<file path="src/rtl/aes_ecb_sequencer_if.sv">
// Request/result handshake bundle for the AES-256 ECB sequencer.
// s_*: key+plaintext request (valid/ready); m_*: ciphertext result (valid/ready).
interface aes_ecb_sequencer_if;
  logic         s_valid;
  logic         s_ready;
  logic [255:0] s_key;
  logic [127:0] s_plain;
  logic         s_rekey;
  logic         m_valid;
  logic         m_ready;
  logic [127:0] m_cipher;

  modport slave (
    input  s_valid, s_key, s_plain, s_rekey,
    input  m_ready,
    output s_ready, m_valid, m_cipher
  );

  modport master (
    output s_valid, s_key, s_plain, s_rekey,
    output m_ready,
    input  s_ready, m_valid, m_cipher
  );
endinterface

</file>
<file path="src/rtl/aes_ecb_sequencer.sv">
// Front-end sequencer for the AES-256 ECB core: key stream, start pulse, result.
// Ports: clk, reset (sync, active-low), sq (request/result bundle), key_word,
// valid_word, start, plain_text, done, cipher_text, busy, err_timeout.
module aes_ecb_sequencer #(
  parameter int KEY_WORDS = 8,
  parameter int START_GAP = 2,
  parameter int START_LEN = 2,
  parameter int TIMEOUT   = 1024
) (
  input  logic         clk,
  input  logic         reset,
  aes_ecb_sequencer_if.slave sq,
  output logic [31:0]  key_word,
  output logic         valid_word,
  output logic         start,
  output logic [127:0] plain_text,
  input  logic         done,
  input  logic [127:0] cipher_text,
  output logic         busy,
  output logic         err_timeout
);
  localparam logic [2:0] IDLE = 3'd0;
  localparam logic [2:0] LOAD = 3'd1;
  localparam logic [2:0] GAP  = 3'd2;
  localparam logic [2:0] STRT = 3'd3;
  localparam logic [2:0] WAIT = 3'd4;
  localparam logic [2:0] OUT  = 3'd5;

  localparam int CW = $clog2(TIMEOUT + KEY_WORDS
                     + START_GAP + START_LEN + 1);

  logic [2:0]    state;
  logic [2:0]    state_n;
  logic [2:0]    after_key;
  logic [CW-1:0] cnt;
  logic [CW-1:0] cnt_n;
  logic [255:0]  key_reg;
  logic          key_loaded;
  logic          accept;

  assign accept = sq.s_valid && sq.s_ready;

  // A zero-length gap goes straight to the start pulse.
  assign after_key = (START_GAP == 0) ? STRT : GAP;

  always_comb begin
    state_n = state;
    cnt_n   = cnt + 1'b1;
    unique case (state)
      IDLE: begin
        if (accept)
          state_n = (sq.s_rekey || !key_loaded)
                    ? LOAD : after_key;
      end
      LOAD: begin
        if (cnt == CW'(KEY_WORDS - 1))
          state_n = after_key;
      end
      GAP: begin
        if (cnt == CW'(START_GAP - 1))
          state_n = STRT;
      end
      STRT: begin
        if (cnt == CW'(START_LEN - 1))
          state_n = WAIT;
      end
      WAIT: begin
        if (done)
          state_n = OUT;
        else if (cnt == CW'(TIMEOUT - 1))
          state_n = IDLE;
      end
      OUT: begin
        if (sq.m_ready)
          state_n = IDLE;
      end
      default: state_n = IDLE;
    endcase
    // Every state counts its own dwell from zero.
    if (state_n != state)
      cnt_n = '0;
  end

  always_ff @(posedge clk) begin
    if (!reset) begin
      state       <= IDLE;
      cnt         <= '0;
      key_reg     <= '0;
      key_loaded  <= 1'b0;
      key_word    <= '0;
      valid_word  <= 1'b0;
      start       <= 1'b0;
      plain_text  <= '0;
      busy        <= 1'b0;
      err_timeout <= 1'b0;
      sq.s_ready  <= 1'b0;
      sq.m_valid  <= 1'b0;
      sq.m_cipher <= '0;
    end else begin
      state      <= state_n;
      cnt        <= cnt_n;
      valid_word <= (state_n == LOAD);
      start      <= (state_n == STRT);
      busy       <= (state_n != IDLE);
      sq.s_ready <= (state_n == IDLE);
      sq.m_valid <= (state_n == OUT);
      key_word   <= '0;
      if (accept) begin
        plain_text <= sq.s_plain;
        key_reg    <= sq.s_key;
      end
      // Outputs are registered, so the word shown next
      // cycle comes from the request itself on accept.
      if (state_n == LOAD) begin
        if (accept) begin
          key_word <= sq.s_key[255:224];
          key_reg  <= {sq.s_key[223:0], 32'h0};
        end else begin
          key_word <= key_reg[255:224];
          key_reg  <= {key_reg[223:0], 32'h0};
        end
      end
      if (state == LOAD && state_n != LOAD)
        key_loaded <= 1'b1;
      if (state == WAIT && done)
        sq.m_cipher <= cipher_text;
      // The core may hold a partial key after an
      // abort, so force a reload next time.
      if (state == WAIT && state_n == IDLE) begin
        err_timeout <= 1'b1;
        key_loaded  <= 1'b0;
      end
    end
  end
endmodule

</file>
<file path="src/flat_wrapper.sv">
// flat-port wrapper written by rule: the top's interface ports become plain ports
module aes_ecb_sequencer_flat 
#(
  parameter int KEY_WORDS = 8,
  parameter int START_GAP = 2,
  parameter int START_LEN = 2,
  parameter int TIMEOUT   = 1024
)
  (clk, reset, key_word, valid_word, start, plain_text, done, cipher_text, busy, err_timeout, sq_s_valid, sq_s_key, sq_s_plain, sq_s_rekey, sq_m_ready, sq_s_ready, sq_m_valid, sq_m_cipher);
  aes_ecb_sequencer_if sq_i ();
  input  logic clk;
  input  logic reset;
  output logic [31:0] key_word;
  output logic valid_word;
  output logic start;
  output logic [127:0] plain_text;
  input  logic done;
  input  logic [127:0] cipher_text;
  output logic busy;
  output logic err_timeout;
  input wire logic [$bits(sq_i.s_valid)-1:0] sq_s_valid;
  input wire logic [$bits(sq_i.s_key)-1:0] sq_s_key;
  input wire logic [$bits(sq_i.s_plain)-1:0] sq_s_plain;
  input wire logic [$bits(sq_i.s_rekey)-1:0] sq_s_rekey;
  input wire logic [$bits(sq_i.m_ready)-1:0] sq_m_ready;
  output wire logic [$bits(sq_i.s_ready)-1:0] sq_s_ready;
  output wire logic [$bits(sq_i.m_valid)-1:0] sq_m_valid;
  output wire logic [$bits(sq_i.m_cipher)-1:0] sq_m_cipher;
  assign sq_i.s_valid = sq_s_valid;
  assign sq_i.s_key = sq_s_key;
  assign sq_i.s_plain = sq_s_plain;
  assign sq_i.s_rekey = sq_s_rekey;
  assign sq_i.m_ready = sq_m_ready;
  assign sq_s_ready = sq_i.s_ready;
  assign sq_m_valid = sq_i.m_valid;
  assign sq_m_cipher = sq_i.m_cipher;
  aes_ecb_sequencer #(.KEY_WORDS(KEY_WORDS), .START_GAP(START_GAP), .START_LEN(START_LEN), .TIMEOUT(TIMEOUT)) u_core (.clk(clk), .reset(reset), .sq(sq_i), .key_word(key_word), .valid_word(valid_word), .start(start), .plain_text(plain_text), .done(done), .cipher_text(cipher_text), .busy(busy), .err_timeout(err_timeout));
endmodule
</file>
<file path="config.mk">
export PLATFORM = sky130hd
export DESIGN_NAME = aes_ecb_sequencer_flat
export DESIGN_NICKNAME = d
export VERILOG_FILES = /design/src/rtl/aes_ecb_sequencer_if.sv /design/src/rtl/aes_ecb_sequencer.sv /design/src/flat_wrapper.sv
export SDC_FILE = /design/constraint.sdc
export NUM_CORES = 1
export LEC_CHECK = 0
export CORE_AREA = 10 10 304 306
export DETAILED_ROUTE_END_ITERATION = 7
export DIE_AREA = 0 0 314 316
export PLACE_DENSITY = 0.55
export SYNTH_ARGS = -nofsm -noshare
export SYNTH_HDL_FRONTEND = slang
export SYNTH_SLANG_ARGS = --single-unit
</file>
<file path="constraint.sdc">
create_clock -name clk -period 2.04 [get_ports clk]
set_clock_uncertainty 0.1 [all_clocks]
set_input_delay 0.51 -clock clk [delete_from_list [all_inputs] [get_ports clk]]
set_output_delay 0.51 -clock clk [all_outputs]
set_load 0.005 [all_outputs]
</file>
After elaboration in Yosys (flattened, before gate mapping)
Cells that the tools add are included.

operators by class
  shifts and indexed selects = 0
  add/subtract/negate cells = 1
  divide/modulo/power cells = 0
  equal/unequal tests = 13
  multiply operators = 0
  $lt $le $gt $ge = 0
  reductions and logical operators = 13
  multiplexer cells = 13
  bitwise logic cells = 1

operator list
  cell                   number
  $mux 256               3
  $mux 32                1
  $mux 3                 7
  $pmux 3 s6             1
  $add 11x1->11 const B  1
  $eq 11x1->1 const B    1
  $eq 11x10->1 const B   1
  $eq 11x3->1 const B    1
  $eq 3x2->1 const B     3
  $eq 3x3->1 const B     3
  $eq 3x1->1 const B     2
  $logic_not 3->1        2
  $logic_and 1x1->1      4
  $reduce_or 2->1        2
  $ne 3x1->1 const B     1
  $ne 3x3->1             1
  $reduce_bool 3->1      1
  $mux 2                 1
  $reduce_and 2->1       1
  $reduce_bool 2->1      1
  $logic_not 1->1        1
  $logic_or 1x1->1       1
  $not 1->1              1

storage, ports and cells
  memory bits (read-only) = 0
  flip-flop bits (word level) = 565
  latch bits = 0
  memories kept = 0
  memory bits (writable) = 0
  output and inout bits = 294
  input bits = 518
  word-level logic and storage cells = 54

Longest topological paths before layout
  depth in word-level cells = 8
  depth in mapped cells = 9
  gate-level depth less buffers = 7

Worst setup path after synthesis
OpenSTA, ideal clock, no wires.

  path kind = reg-to-reg
  start = register u_core.cnt[0]
  end = register u_core.key_reg[34]
  clock period less this slack = 2.018 ns
  library setup time = 0.134 ns
  path buffers = 3
  arrival time = 1.784 ns
  stages on the path, launching flop included = 10
  data required time = 1.806 ns
  slack = 0.022 ns
  cell sequence = dfxtp_1 > ha_1 > and2_1 > nand3_1 > a22oi_1 > buf_6 > buf_12 > buf_12 > mux2i_1 > o22ai_1

between the ends
  word-level cells in the longest chain between the ends = 6
  elaborated cells on any way between the ends = 12
  classes of those cells = eq/ne (4); mux (7); reduce/logical (1)

ends and longest elaborated chain
  element                                        RTL line                  source
  start, declared                                aes_ecb_sequencer.sv:35   logic [CW-1:0] cnt;
  start signal, assigned                         aes_ecb_sequencer.sv:101  cnt <= cnt_n;
  $eq 11x10->1                                   aes_ecb_sequencer.sv:70   else if (cnt == CW'(TIMEOUT - 1))
  $mux 3                                         aes_ecb_sequencer.sv:70
  $mux 3                                         aes_ecb_sequencer.sv:68   if (done)
  $pmux 3 s6 *                                   aes_ecb_sequencer.sv:49   unique case (state)
  $eq 3x1->1 *                                   aes_ecb_sequencer.sv:114  if (state_n == LOAD) begin
  $mux 256 or $reduce_bool 2->1 (tied branches)  --
  end signal, assigned                           aes_ecb_sequencer.sv:110  key_reg <= sq.s_key;
  end signal, assigned                           aes_ecb_sequencer.sv:117  key_reg <= {sq.s_key[223:0], 32'h0};
  end signal, assigned                           aes_ecb_sequencer.sv:120  key_reg <= {key_reg[223:0], 32'h0};
  end, declared                                  aes_ecb_sequencer.sv:37   logic [255:0] key_reg;

Mark *: on every way between the ends. The rest lies on a longest branch, timed or not.
A chain may end at the register's enable or synchronous reset.

Worst setup path in the final report
  start = register u_core.cnt[9]
  end = register u_core.key_reg[78]

Same word-level chain as after synthesis.

==> flow_metrics.tcl <==
set metrics [dict create \
    outcome "finished with violations" \
    violations "negative setup slack" \
    drv_slew 0 \
    ir_worst_vdd_mv 0.5436 \
    grt_max_degree 107 \
    grt_use_total_pct 22.21 \
    antenna_found_initial 24 \
    min_from "cipher_text[116]" \
    ios 812 \
    max_slew_margin_pct 64.63 \
    place_congestion 1.001 \
    via_count 22410 \
    core_area_sq_mm 0.08621 \
    cts_tree "done" \
    hold_path.class "input pin to register" \
    dieArea_sq_mm 0.09922 \
    synthDistinctLibCells 42 \
    worstSetupPathType "register to register" \
    yosys.area.top_type "dfxtp_1" \
    htreeDepth 3 \
    placementRows 108 \
    first_pass_iters 5 \
    cts_sinks 565 \
    ys_warn_count 0 \
    postRouteAntennaNets 0 \
    required_ns 2.43 \
    worst_slack_ns -0.3013 \
    clock_latency_ns 0.61 \
    clk_pin_slew_ns 0.06 \
    design_area_sq_mm 0.03807 \
    switchingPower_w 0.008394 \
    arrival_ns 2.73 \
    gr-total-overflow 0 \
    numPortBuffers 811 \
    placed_area_sq_mm 0.03325 \
    min_to "u_core.sq.m_cipher[116]" \
    die-height_microns 316 \
    maxCapViolCount 0 \
    synth_cells 2498 \
    routed_via_density 4.814 \
    finalSetupViolCount 291 \
    p_leak_nw 16.88 \
    initial_core_util_pct 26.87 \
    numCtsBuffers 69 \
    seq_area_frac_synth_pct 48.83 \
    drt_iter0_markers 1801 \
    fin_crit_sh_pct 114.8 \
    dpl_worst_slack_ns -0.5777 \
    power_density_mw_per_mm2 817.5 \
    crit_fanout 5 \
    grt_pass1_wl_mm 162.2 \
    reg2reg_depth 11 \
    r2r_start "u_core.cnt[9]" \
    rsz0062_at_grt "yes" \
    synth_nets 3018 \
    ys_ff_latch 565 \
    r2r_slack_ns -0.30 \
    syn_area_sq_mm 0.02316 \
    nets 3963 \
    drc 0 \
    largest_register_ffs 256 \
    routed_wl_mm 118.1 \
    async_flop_share_pct 0 \
    end_kind "register" \
    min_period_ns 2.341 \
    p_sw_share_pct 26.97 \
    hpwlAfterDp_mm 86.99 \
    start_kind "register" \
    yosysTopAreaCellShare_pct 48.83 \
    hold_depth 3 \
    synth_area_leaders "dfxtp_1 (49%), mux2i_1 (19%), nand2_1 (11%)" \
    worst_pin_slew_ns 0.5306 \
    clockBufferDepth 3 \
    synthFlopType "dfxtp_1" \
    drive_gt1_share_pct 13.95 \
    postSynthAreaPerCell_sq_um 9.273 \
    rr_endpoint "u_core.key_reg[78]" \
    pwr-share-clk_pct 39.9 \
    finalSetupTns_ns -42.01 \
    synthToLayoutAreaGrowth_pct 64.33 \
    internal_power_w 0.02273 \
    hold_violations 0 \
    synth_edf_count 0 \
    grt_pass1_vias 21810 \
    totalPowerFinal_w 0.03112 \
    pwr-share-seq_pct 38.2 \
    fmax_mhz 427.1 \
    die_x_microns 314 \
    power_frac_comb_pct 21.9 \
    wire_per_inst_microns 25.38 \
    cts-root-buf "clkbuf_16" \
]
-- power by group through the flow --
stage,Clock (W),Sequential (W),Combinational [W]
after global routing,0.0131,0.0120,0.00717
after CTS,0.0127,0.0119,0.00691
after floorplan,0,0.0121,0.00285
final,0.0124,0.0119,0.00681
after global placement,0,0.0121,0.00503
after detailed placement,0,0.0121,0.00504
-- kinds of logic after synthesis --
logic type | synth area share (%)
compound gates | 13.45
xor+xnor | 0.3781
fa+ha+maj | 0.1080
buf+inv | 5.893
flops | 48.83
mux | 19.36
simple gates | 11.98
-- how the worst max path moves through the flow --
stage                        startpoint                  end  slack, ns  depth (start not counted)
after floorplan           u_core.cnt[0]   u_core.key_reg[34]       0.02                          9
after global placement       sq_s_valid  u_core.key_reg[255]      -0.57                          8
after detailed placement     sq_s_valid  u_core.key_reg[123]      -0.58                          8
after CTS                 u_core.cnt[5]   u_core.key_reg[46]      -0.22                         11
after global routing      u_core.cnt[9]   u_core.key_reg[78]      -0.38                         11
final                     u_core.cnt[9]   u_core.key_reg[78]      -0.30                         11
-- area by class of cell --
type / count / area [sq um]
fillers: 8463 / 48150
clock inverters: 14 / 191.4
repair buffers: 1080 / 12020
inverters: 4 / 22.52
well taps: 1155 / 1445
diodes: 9 / 22.52
flip-flops and latches: 565 / 11330
multi-input cells: 1723 / 10980
clock buffers: 105 / 2064
-- per-stage QoR --
stage	utilization, %	hold slack, ns	std cells
global placement	38.57	0.3371	4423
CTS	44.16	0.2862	4659
floorplan	-	0.3334	2498
finish	44.15	0.3420	4655
detailed placement	38.57	0.3442	4423
global route	44.15	0.3182	4652
-- layout by cell type, fill, tap and decap left out, types with 43 or more instances in the layout --
master	n
dlygate4sd2_1	285
mux2i_1	417
dfxtp_1	556
clkbuf_16	80
clkdlybuf4s50_1	517
a21oi_2	44
o22ai_1	222
buf_4	105
buf_16	43
a21oi_1	279
nand2_1	645
buf_12	82
-- critical path, stage by stage, from the launching register on --
cell and delay (ns):
dfxtp_2 0.33, nor4_4 0.32, nand3_2 0.15, a22oi_2 0.22, buf_12 0.17, buf_16 0.13, buf_12 0.13, buf_12 0.12
buf_12 0.11, buf_16 0.12, mux2i_4 0.22, o22ai_2 0.10
-- cells in the mapped netlist (2+ instances only) --
| cell | count |
|---|---|
| mux2i_1 | 448 |
| a21o_1 | 2 |
| buf_2 | 7 |
| nor2_1 | 20 |
| o21a_1 | 3 |
| nor2b_1 | 4 |
| nor3_1 | 5 |
| nand4_1 | 3 |
| nor4_4 | 2 |
| nand2b_1 | 4 |
| buf_8 | 3 |
| clkbuf_4 | 3 |
| xnor2_1 | 7 |
| o21ai_0 | 2 |
| and2_1 | 3 |
| buf_6 | 22 |
| xor2_1 | 3 |
| o22ai_1 | 224 |
| clkbuf_1 | 145 |
| inv_2 | 2 |
| and4_1 | 2 |
| nand3_1 | 4 |
| buf_1 | 4 |
| buf_12 | 22 |
| a21oi_1 | 323 |
| inv_1 | 2 |
| nand2_1 | 649 |
| dfxtp_1 | 565 |
| ha_1 | 2 |
-- metal layers --
layer	routed length, microns	part of all wire, %	track usage [%]	vias to the layer above
met1	46920	40	26.50	10760
met4	2205	1.9	5.381	12
met3	11510	9.7	8.579	157
met2	57430	49	37.17	817
li1	-	-	-	10660
met5	64	0.054	0	-
-- repair_timing --
| action | 4_1_cts | 5_1_grt |
|---|---|---|
| gates cloned | 54 | 10 |
| gates resized for setup | 498 | 98 |
| endpoints found under the setup margin | 587 | 358 |
| setup buffers | 63 | 13 |
| hold buffers | 0 | 0 |
| pin swaps | 94 | 90 |
Power figures use the tool's default switching activity.
